File: config.mk
export PLATFORM = sky130hd
export DESIGN_NAME = seq_pattern_tx
export DESIGN_NICKNAME = d
export VERILOG_FILES = /design/src/rtl/seq_pattern_tx.sv
export SDC_FILE = /design/constraint.sdc
export NUM_CORES = 1
export LEC_CHECK = 0
export ABC_AREA = 1
export CAP_MARGIN = 20
export CORE_UTILIZATION = 54
export CTS_CLUSTER_DIAMETER = 80
export CTS_CLUSTER_SIZE = 12
export DETAILED_ROUTE_END_ITERATION = 10
export PLACE_DENSITY = 0.79
export SLEW_MARGIN = 10
export SYNTH_ARGS = -nofsm -noshare
export SYNTH_HDL_FRONTEND = slang
export SYNTH_SLANG_ARGS = --single-unit
File: constraint.sdc
create_clock -name clk -period 1.8 [get_ports clk]
set_input_delay 0.18 -clock clk [delete_from_list [all_inputs] [get_ports clk]]
set_output_delay 0.18 -clock clk [all_outputs]
set_load 0.005 [all_outputs]
File: src/rtl/seq_pattern_tx.sv
// Serializes valid/ready-accepted words MSB-first onto out_bit, optionally behind a sync header,
// and guarantees an idle gap between frames so a downstream pattern detector sees clean framing.
module seq_pattern_tx #(
  parameter int                 DATA_W      = 8,
  parameter int                 HDR_LEN     = 4,
  parameter logic [HDR_LEN-1:0] HDR_PATTERN = 4'b1011,
  parameter int                 GAP_CYCLES  = 1
) (
  input  logic              clk,
  input  logic              reset,
  input  logic [DATA_W-1:0] in_data,
  input  logic              in_valid,
  output logic              in_ready,
  input  logic              hdr_en,
  output logic              out_bit,
  output logic              out_valid,
  output logic              busy,
  output logic              frame_done,
  output logic [7:0]        frame_count
);

  typedef enum logic [1:0] {IDLE, HDR, DATA, GAP} state_t;

  localparam int               CNT_W     = 6;
  localparam logic [CNT_W-1:0] DATA_LAST = CNT_W'(DATA_W - 1);
  localparam logic [CNT_W-1:0] HDR_LAST  = CNT_W'(HDR_LEN - 1);
  localparam logic [CNT_W-1:0] GAP_LOAD  = CNT_W'((GAP_CYCLES > 0) ? GAP_CYCLES - 1 : 0);
  localparam logic             ONE_BIT   = (DATA_W == 1);

  state_t              state;
  logic [DATA_W-1:0]   shreg;
  logic [HDR_LEN-1:0]  hdr_sr;
  logic [CNT_W-1:0]    cnt;
  logic [7:0]          count_inc;

  assign in_ready  = (state == IDLE);
  assign busy      = (state != IDLE);
  assign count_inc = (frame_count == 8'hFF) ? frame_count : frame_count + 8'd1;

  // out_bit is registered one step ahead: the state names the bit currently on the wire,
  // and cnt holds how many bits of that section remain after it.
  always_ff @(posedge clk) begin
    if (reset) begin
      state       <= IDLE;
      shreg       <= '0;
      hdr_sr      <= '0;
      cnt         <= '0;
      out_bit     <= 1'b0;
      out_valid   <= 1'b0;
      frame_done  <= 1'b0;
      frame_count <= 8'd0;
    end else begin
      frame_done <= 1'b0;
      case (state)
        IDLE: begin
          out_bit   <= 1'b0;
          out_valid <= 1'b0;
          if (in_valid) begin
            out_valid <= 1'b1;
            if (hdr_en) begin
              state   <= HDR;
              out_bit <= HDR_PATTERN[HDR_LEN-1];
              hdr_sr  <= HDR_PATTERN << 1;
              shreg   <= in_data;
              cnt     <= HDR_LAST;
            end else begin
              state   <= DATA;
              out_bit <= in_data[DATA_W-1];
              shreg   <= in_data << 1;
              cnt     <= DATA_LAST;
              if (ONE_BIT) begin
                frame_done  <= 1'b1;
                frame_count <= count_inc;
              end
            end
          end
        end
        HDR: begin
          out_valid <= 1'b1;
          if (cnt != '0) begin
            out_bit <= hdr_sr[HDR_LEN-1];
            hdr_sr  <= hdr_sr << 1;
            cnt     <= cnt - 1'b1;
          end else begin
            state   <= DATA;
            out_bit <= shreg[DATA_W-1];
            shreg   <= shreg << 1;
            cnt     <= DATA_LAST;
            if (ONE_BIT) begin
              frame_done  <= 1'b1;
              frame_count <= count_inc;
            end
          end
        end
        DATA: begin
          if (cnt != '0) begin
            out_valid <= 1'b1;
            out_bit   <= shreg[DATA_W-1];
            shreg     <= shreg << 1;
            cnt       <= cnt - 1'b1;
            if (cnt == CNT_W'(1)) begin
              frame_done  <= 1'b1;
              frame_count <= count_inc;
            end
          end else begin
            out_valid <= 1'b0;
            out_bit   <= 1'b0;
            cnt       <= GAP_LOAD;
            state     <= (GAP_CYCLES > 0) ? GAP : IDLE;
          end
        end
        GAP: begin
          out_valid <= 1'b0;
          out_bit   <= 1'b0;
          if (cnt == '0) state <= IDLE;
          else           cnt   <= cnt - 1'b1;
        end
        default: begin
          state     <= IDLE;
          out_valid <= 1'b0;
          out_bit   <= 1'b0;
        end
      endcase
    end
  end

endmodule

Word-level counts from Yosys, hierarchy flattened
Cells that the tools add are included.
- bits in latches: 0
- bits in registers: 31
- word-level logic and storage cells: 68
- memories kept: 0
- bits in writable memories: 0
- output and inout bits: 13
- ROM bits: 0
- $lt $le $gt $ge: 0
- divide/modulo/power cells: 0
- muxes and demuxes: 30
- multiply operators: 0
- equality and inequality tests: 13
- bitwise gates (word level): 3
- shift operators: 0
- reduce and logical (&&, ||, !) cells: 12
- $add $sub $neg: 2
- operators by type and width (cell ; number):
    $mux 8 ; 4
    $mux 6 ; 4
    $pmux 6 s4 ; 1
    $pmux 8 s3 ; 1
    $reduce_and 4->1 ; 4
    $ne 2x2->1 const B ; 7
    $mux 4 ; 3
    $mux 2 ; 5
    $add 8x1->8 const B ; 1
    $eq 8x8->1 const B ; 1
    $pmux 1 s4 ; 2
    $pmux 2 s4 ; 1
    $pmux 4 s2 ; 1
    $mux 1 ; 7
    $eq 6x1->1 const B ; 1
    $logic_not 6->1 ; 1
    $reduce_bool 6->1 ; 1
    $sub 6x1->6 const B ; 1
    $eq 2x2->1 const B ; 2
    $reduce_bool 2->1 ; 2
    $mux 3 ; 1
    $not 1->1 ; 3
    $reduce_bool 3->1 ; 1
    $reduce_or 3->1 ; 1
    4 further kinds ; 4

Longest topological paths before layout
- depth after elaboration: 3
- gate-level depth with buffers: 10
- depth with buffers taken out: 10

Least setup slack after synthesis
No wires, ideal clock.
- path type: reg2reg
- from: reg state[0]
- to: reg shreg[2]
- slack: 0.233 ns
- clock period less this slack: 1.567 ns
- path buffers: 2
- stages on the path, launching flop included: 11
- arrival time: 1.454 ns
- required time: 1.687 ns
- cell sequence: dfxtp_1 > inv_1 > ha_1 > buf_2 > nand2_2 > nand2_4 > nor2_4 > buf_6 > nand2_1 > nand2_1 > nor2_1
- longest elaborated chain between the ends: 3
- ends and longest elaborated chain (what ; RTL line ; RTL):
    from (decl) ; 30 ; state_t state;
    from (signal assigned) ; 109 ; state <= (GAP_CYCLES > 0) ? GAP : IDLE;
    $logic_not 2->1 * ; -- ;
    net in_ready ; 13 ; output logic in_ready,
    $ne 2x2->1 (no source line) / $reduce_bool 3->1 (equally long branches) ; -- ;
    $reduce_and 4->1 (no source line) ; -- ;
    to (signal assigned) ; 64 ; shreg <= in_data;
    to (signal assigned) ; 69 ; shreg <= in_data << 1;
    to (signal assigned) ; 87 ; shreg <= shreg << 1;
    to (decl) ; 31 ; logic [DATA_W-1:0] shreg;
The timed path passes the listed nets; every way through them passes the cells marked *.
A chain may end at the register's enable or synchronous reset.

Worst setup path in the final report
- from: reg state[0]
- to: out in_ready
- longest elaborated chain between the ends: 1
- ends and longest elaborated chain (what ; RTL line ; RTL):
    $logic_not 2->1 ; 36 ; assign in_ready = (state == IDLE);
    to (decl) ; 13 ;
No other way between the ends.

==> run metrics <==
area of the mapped netlist 1790 um2; Post-Syn Instances 272; area grow syn2layout 23.2%; Overall Global Routing Usage 0.228; crit path DAT 1.54 ns; CTS sink cnt 30; Filler Cell Count 285; final hold vios 0; most frequent cells in the layout 75 x nand2_1, 37 x nor2_1, 28 x inv_1, 28 x dfxtp_1, 23 x clkdlybuf4s50_1; Die Width 59.6 um; Max Cap Viol 0; grt peak-use layer met2; Final Setup Violations 0; crit-path max cell delay 0.53 ns; vias in the first global route 1440; Ys Warns 0; status completed; fin nets 323; RSZ-0062 raised after global routing no; fraction of layout cells with a size suffix above 1 0.118; CTS tree done; worst reg-to-reg setup slack 0.16 ns; worst ir drop on vdd 0.882 mV; post-synthesis register bit count 30; clock root buffer clkbuf_4; die area 3560 um2; max-slew violations 0; CP Class reg -> out; fin crit period 1.72 ns; crit-path max FO 10; Post-Syn Nets 291; drt drc 0; die height 59.6 um; reg-to-reg endpoint frame_count[0]; Final ANT Viol Nets 0; Leakage Power 1.04 nW; Initial Utilization 0.578; Least-Margin Pin Slew 0.338 ns; I/O Buffers 24; met3 GRT Util 0.0502; CTS Hold Bufs 0; CP startpoint state[0]; global-route wire length before repair 6020 um; Clock Latency Late Sink 0.34 ns; Worst Setup End Kind output pin; part of the Yosys area used for sequential elements 0.335; met1 usage 0.294; Vias per Instance 4.95; area of the multi-input gates 1050 um2; Hold Path Class reg -> reg; First-pass DRT Iterations 4; Core ar. 3100 um2; critical path, cell by cell inv_1, ha_4, clkdlybuf4s50_1; most common cell after layout, fill and taps aside nand2_1; fin crit share 0.955; pin count of the biggest net entering global routing 17; clk slew on worst S/H paths 0.09 ns; WL per Instance 10.6 um; antenna cells 0; Cell variety after synth 26; Top-Level Pins 25; r2r startpoint cnt[0]; Storage cell area 603 um2; initial antenna violation count 0; fmax 582 MHz; Data required, critical path 1.62 ns; GRT met2 Usage 0.354; # rows 20; slew margin rel. 0.774; Max Root-Sink Buffers 2; DR iter-0 viols 110; critical path's slowest cell clkdlybuf4s50_1; Num CTS Buffers 5; final WL 3700 um; Setup crit start kind register; WHS 0.480 ns; H-tree levels 2; Cell Pwr Density 1450 nW/um2; final setup TNS 0 ns; Final Wtd Congestion 0.927; HPWL Detailed 2840 um; synthesized area per cell 6.60 um2; crit path to in_ready; DR vias 1722; grt ovf 0; Worst Skew 0.00932 ns; Reg2Reg Depth 10
[worst max-delay path: cells and delay by family, from the launching register on]
kind                       cells  cell delay [ns]
DFF                            1             0.34
adders and majority gates      1             0.21
buffers and inverters          2             0.65
[registers in the layout, indices dropped and copies added (netlist names)]
register	cells
out_valid	1
frame_count	8
state	2
out_bit	1
frame_done	1
shreg	8
hdr_sr	3
cnt	6
[worst min path at each step]
stage	start	endpoint	slack (ns)	cells past startpoint
3_3_place_gp	hdr_sr[1]	hdr_sr[1]	0.46	2
6_report	hdr_sr[3]	hdr_sr[3]	0.48	2
4_1_cts	hdr_sr[3]	hdr_sr[3]	0.48	2
2_1_floorplan	in_data[0]	shreg[0]	0.41	4
3_5_place_dp	hdr_sr[3]	hdr_sr[3]	0.46	2
5_1_grt	hdr_sr[3]	hdr_sr[3]	0.50	2
[final cells by class]
class,count,area share
Multi-Input combinational cell,204,0.476
Clock buffer,6,0.0232
Clock inverter,1,0.0136
Inverter,31,0.0526
Timing Repair Buffer,32,0.137
Sequential cell,30,0.273
Tap cell,44,0.0249
[layer usage]
| layer | part of all wire | vias to the layer above | routed length, um |
|---|---|---|---|
| met1 | 0.50 | 752 | 1840 |
| met2 | 0.44 | 36 | 1630 |
| met3 | 0.038 | 8 | 141 |
| li1 | - | 926 | - |
| met5 | 0 | - | 0 |
| met4 | 0.022 | 0 | 80 |
[timing repair]
action,CTS,global route
gates resized for setup,4,2
buffers inserted,0,0
endpoints found under the setup margin,2,2
[cell usage after synthesis]
| master | count | area, um2 |
|---|---|---|
| nand2_1 | 75 | 282 |
| nor2_1 | 37 | 139 |
| dfxtp_1 | 30 | 601 |
| inv_1 | 29 | 109 |
| nand3_1 | 21 | 105 |
| a21oi_1 | 15 | 75.1 |
| o21ai_0 | 15 | 75.1 |
| ha_1 | 7 | 87.6 |
| nand2_2 | 5 | 31.3 |
| nand4_1 | 5 | 31.3 |
| mux2i_1 | 4 | 40.0 |
| nor3_1 | 4 | 20.0 |
| buf_2 | 3 | 15.0 |
| clkbuf_1 | 3 | 11.3 |
| nor2_4 | 3 | 33.8 |
| inv_2 | 2 | 7.51 |
| nand2_4 | 2 | 22.5 |
| nor2_2 | 2 | 12.5 |
| xnor2_1 | 2 | 17.5 |
| xor2_1 | 2 | 17.5 |
| a31oi_1 | 1 | 6.26 |
| buf_6 | 1 | 11.3 |
| nand3_2 | 1 | 10.0 |
| nand3_4 | 1 | 17.5 |
| nand3b_1 | 1 | 7.51 |
| o21ai_2 | 1 | 8.76 |
[cell families (layout without fill, tap and decap cells)]
| logic type | Yosys count | in the layout | share of synthesized area |
|---|---|---|---|
| mux | 4 | 4 | 0.0223 |
| flops | 30 | 30 | 0.335 |
| fa+ha+maj | 7 | 7 | 0.0488 |
| xor+xnor | 4 | 4 | 0.0195 |
| compound gates | 32 | 32 | 0.0921 |
| simple gates | 157 | 157 | 0.397 |
| buf+inv | 38 | 70 | 0.0858 |
[power breakdown]
group          leakage [nW]  internal, mW  switching [mW]
combinational         0.749         0.675           0.983
clock                0.0443         0.323           0.237
sequential            0.247         0.853           0.132
[stage by stage]
step / power (mW) / utilization / area (um2) / setup slack, ns / std cells
3_5_place_dp: 2.61 / 0.681 / 2110 / 0.183 / 341
3_3_place_gp: 2.59 / 0.681 / 2110 / 0.211 / 341
4_1_cts: 3.20 / 0.708 / 2200 / 0.00483 / 348
2_1_floorplan: 2.23 / - / 1790 / 0.233 / 272
5_1_grt: 3.48 / 0.713 / 2210 / 0.00101 / 348
6_report: 3.20 / 0.713 / 2210 / 0.0811 / 348
No activity file was read; power rests on OpenSTA's default activity.
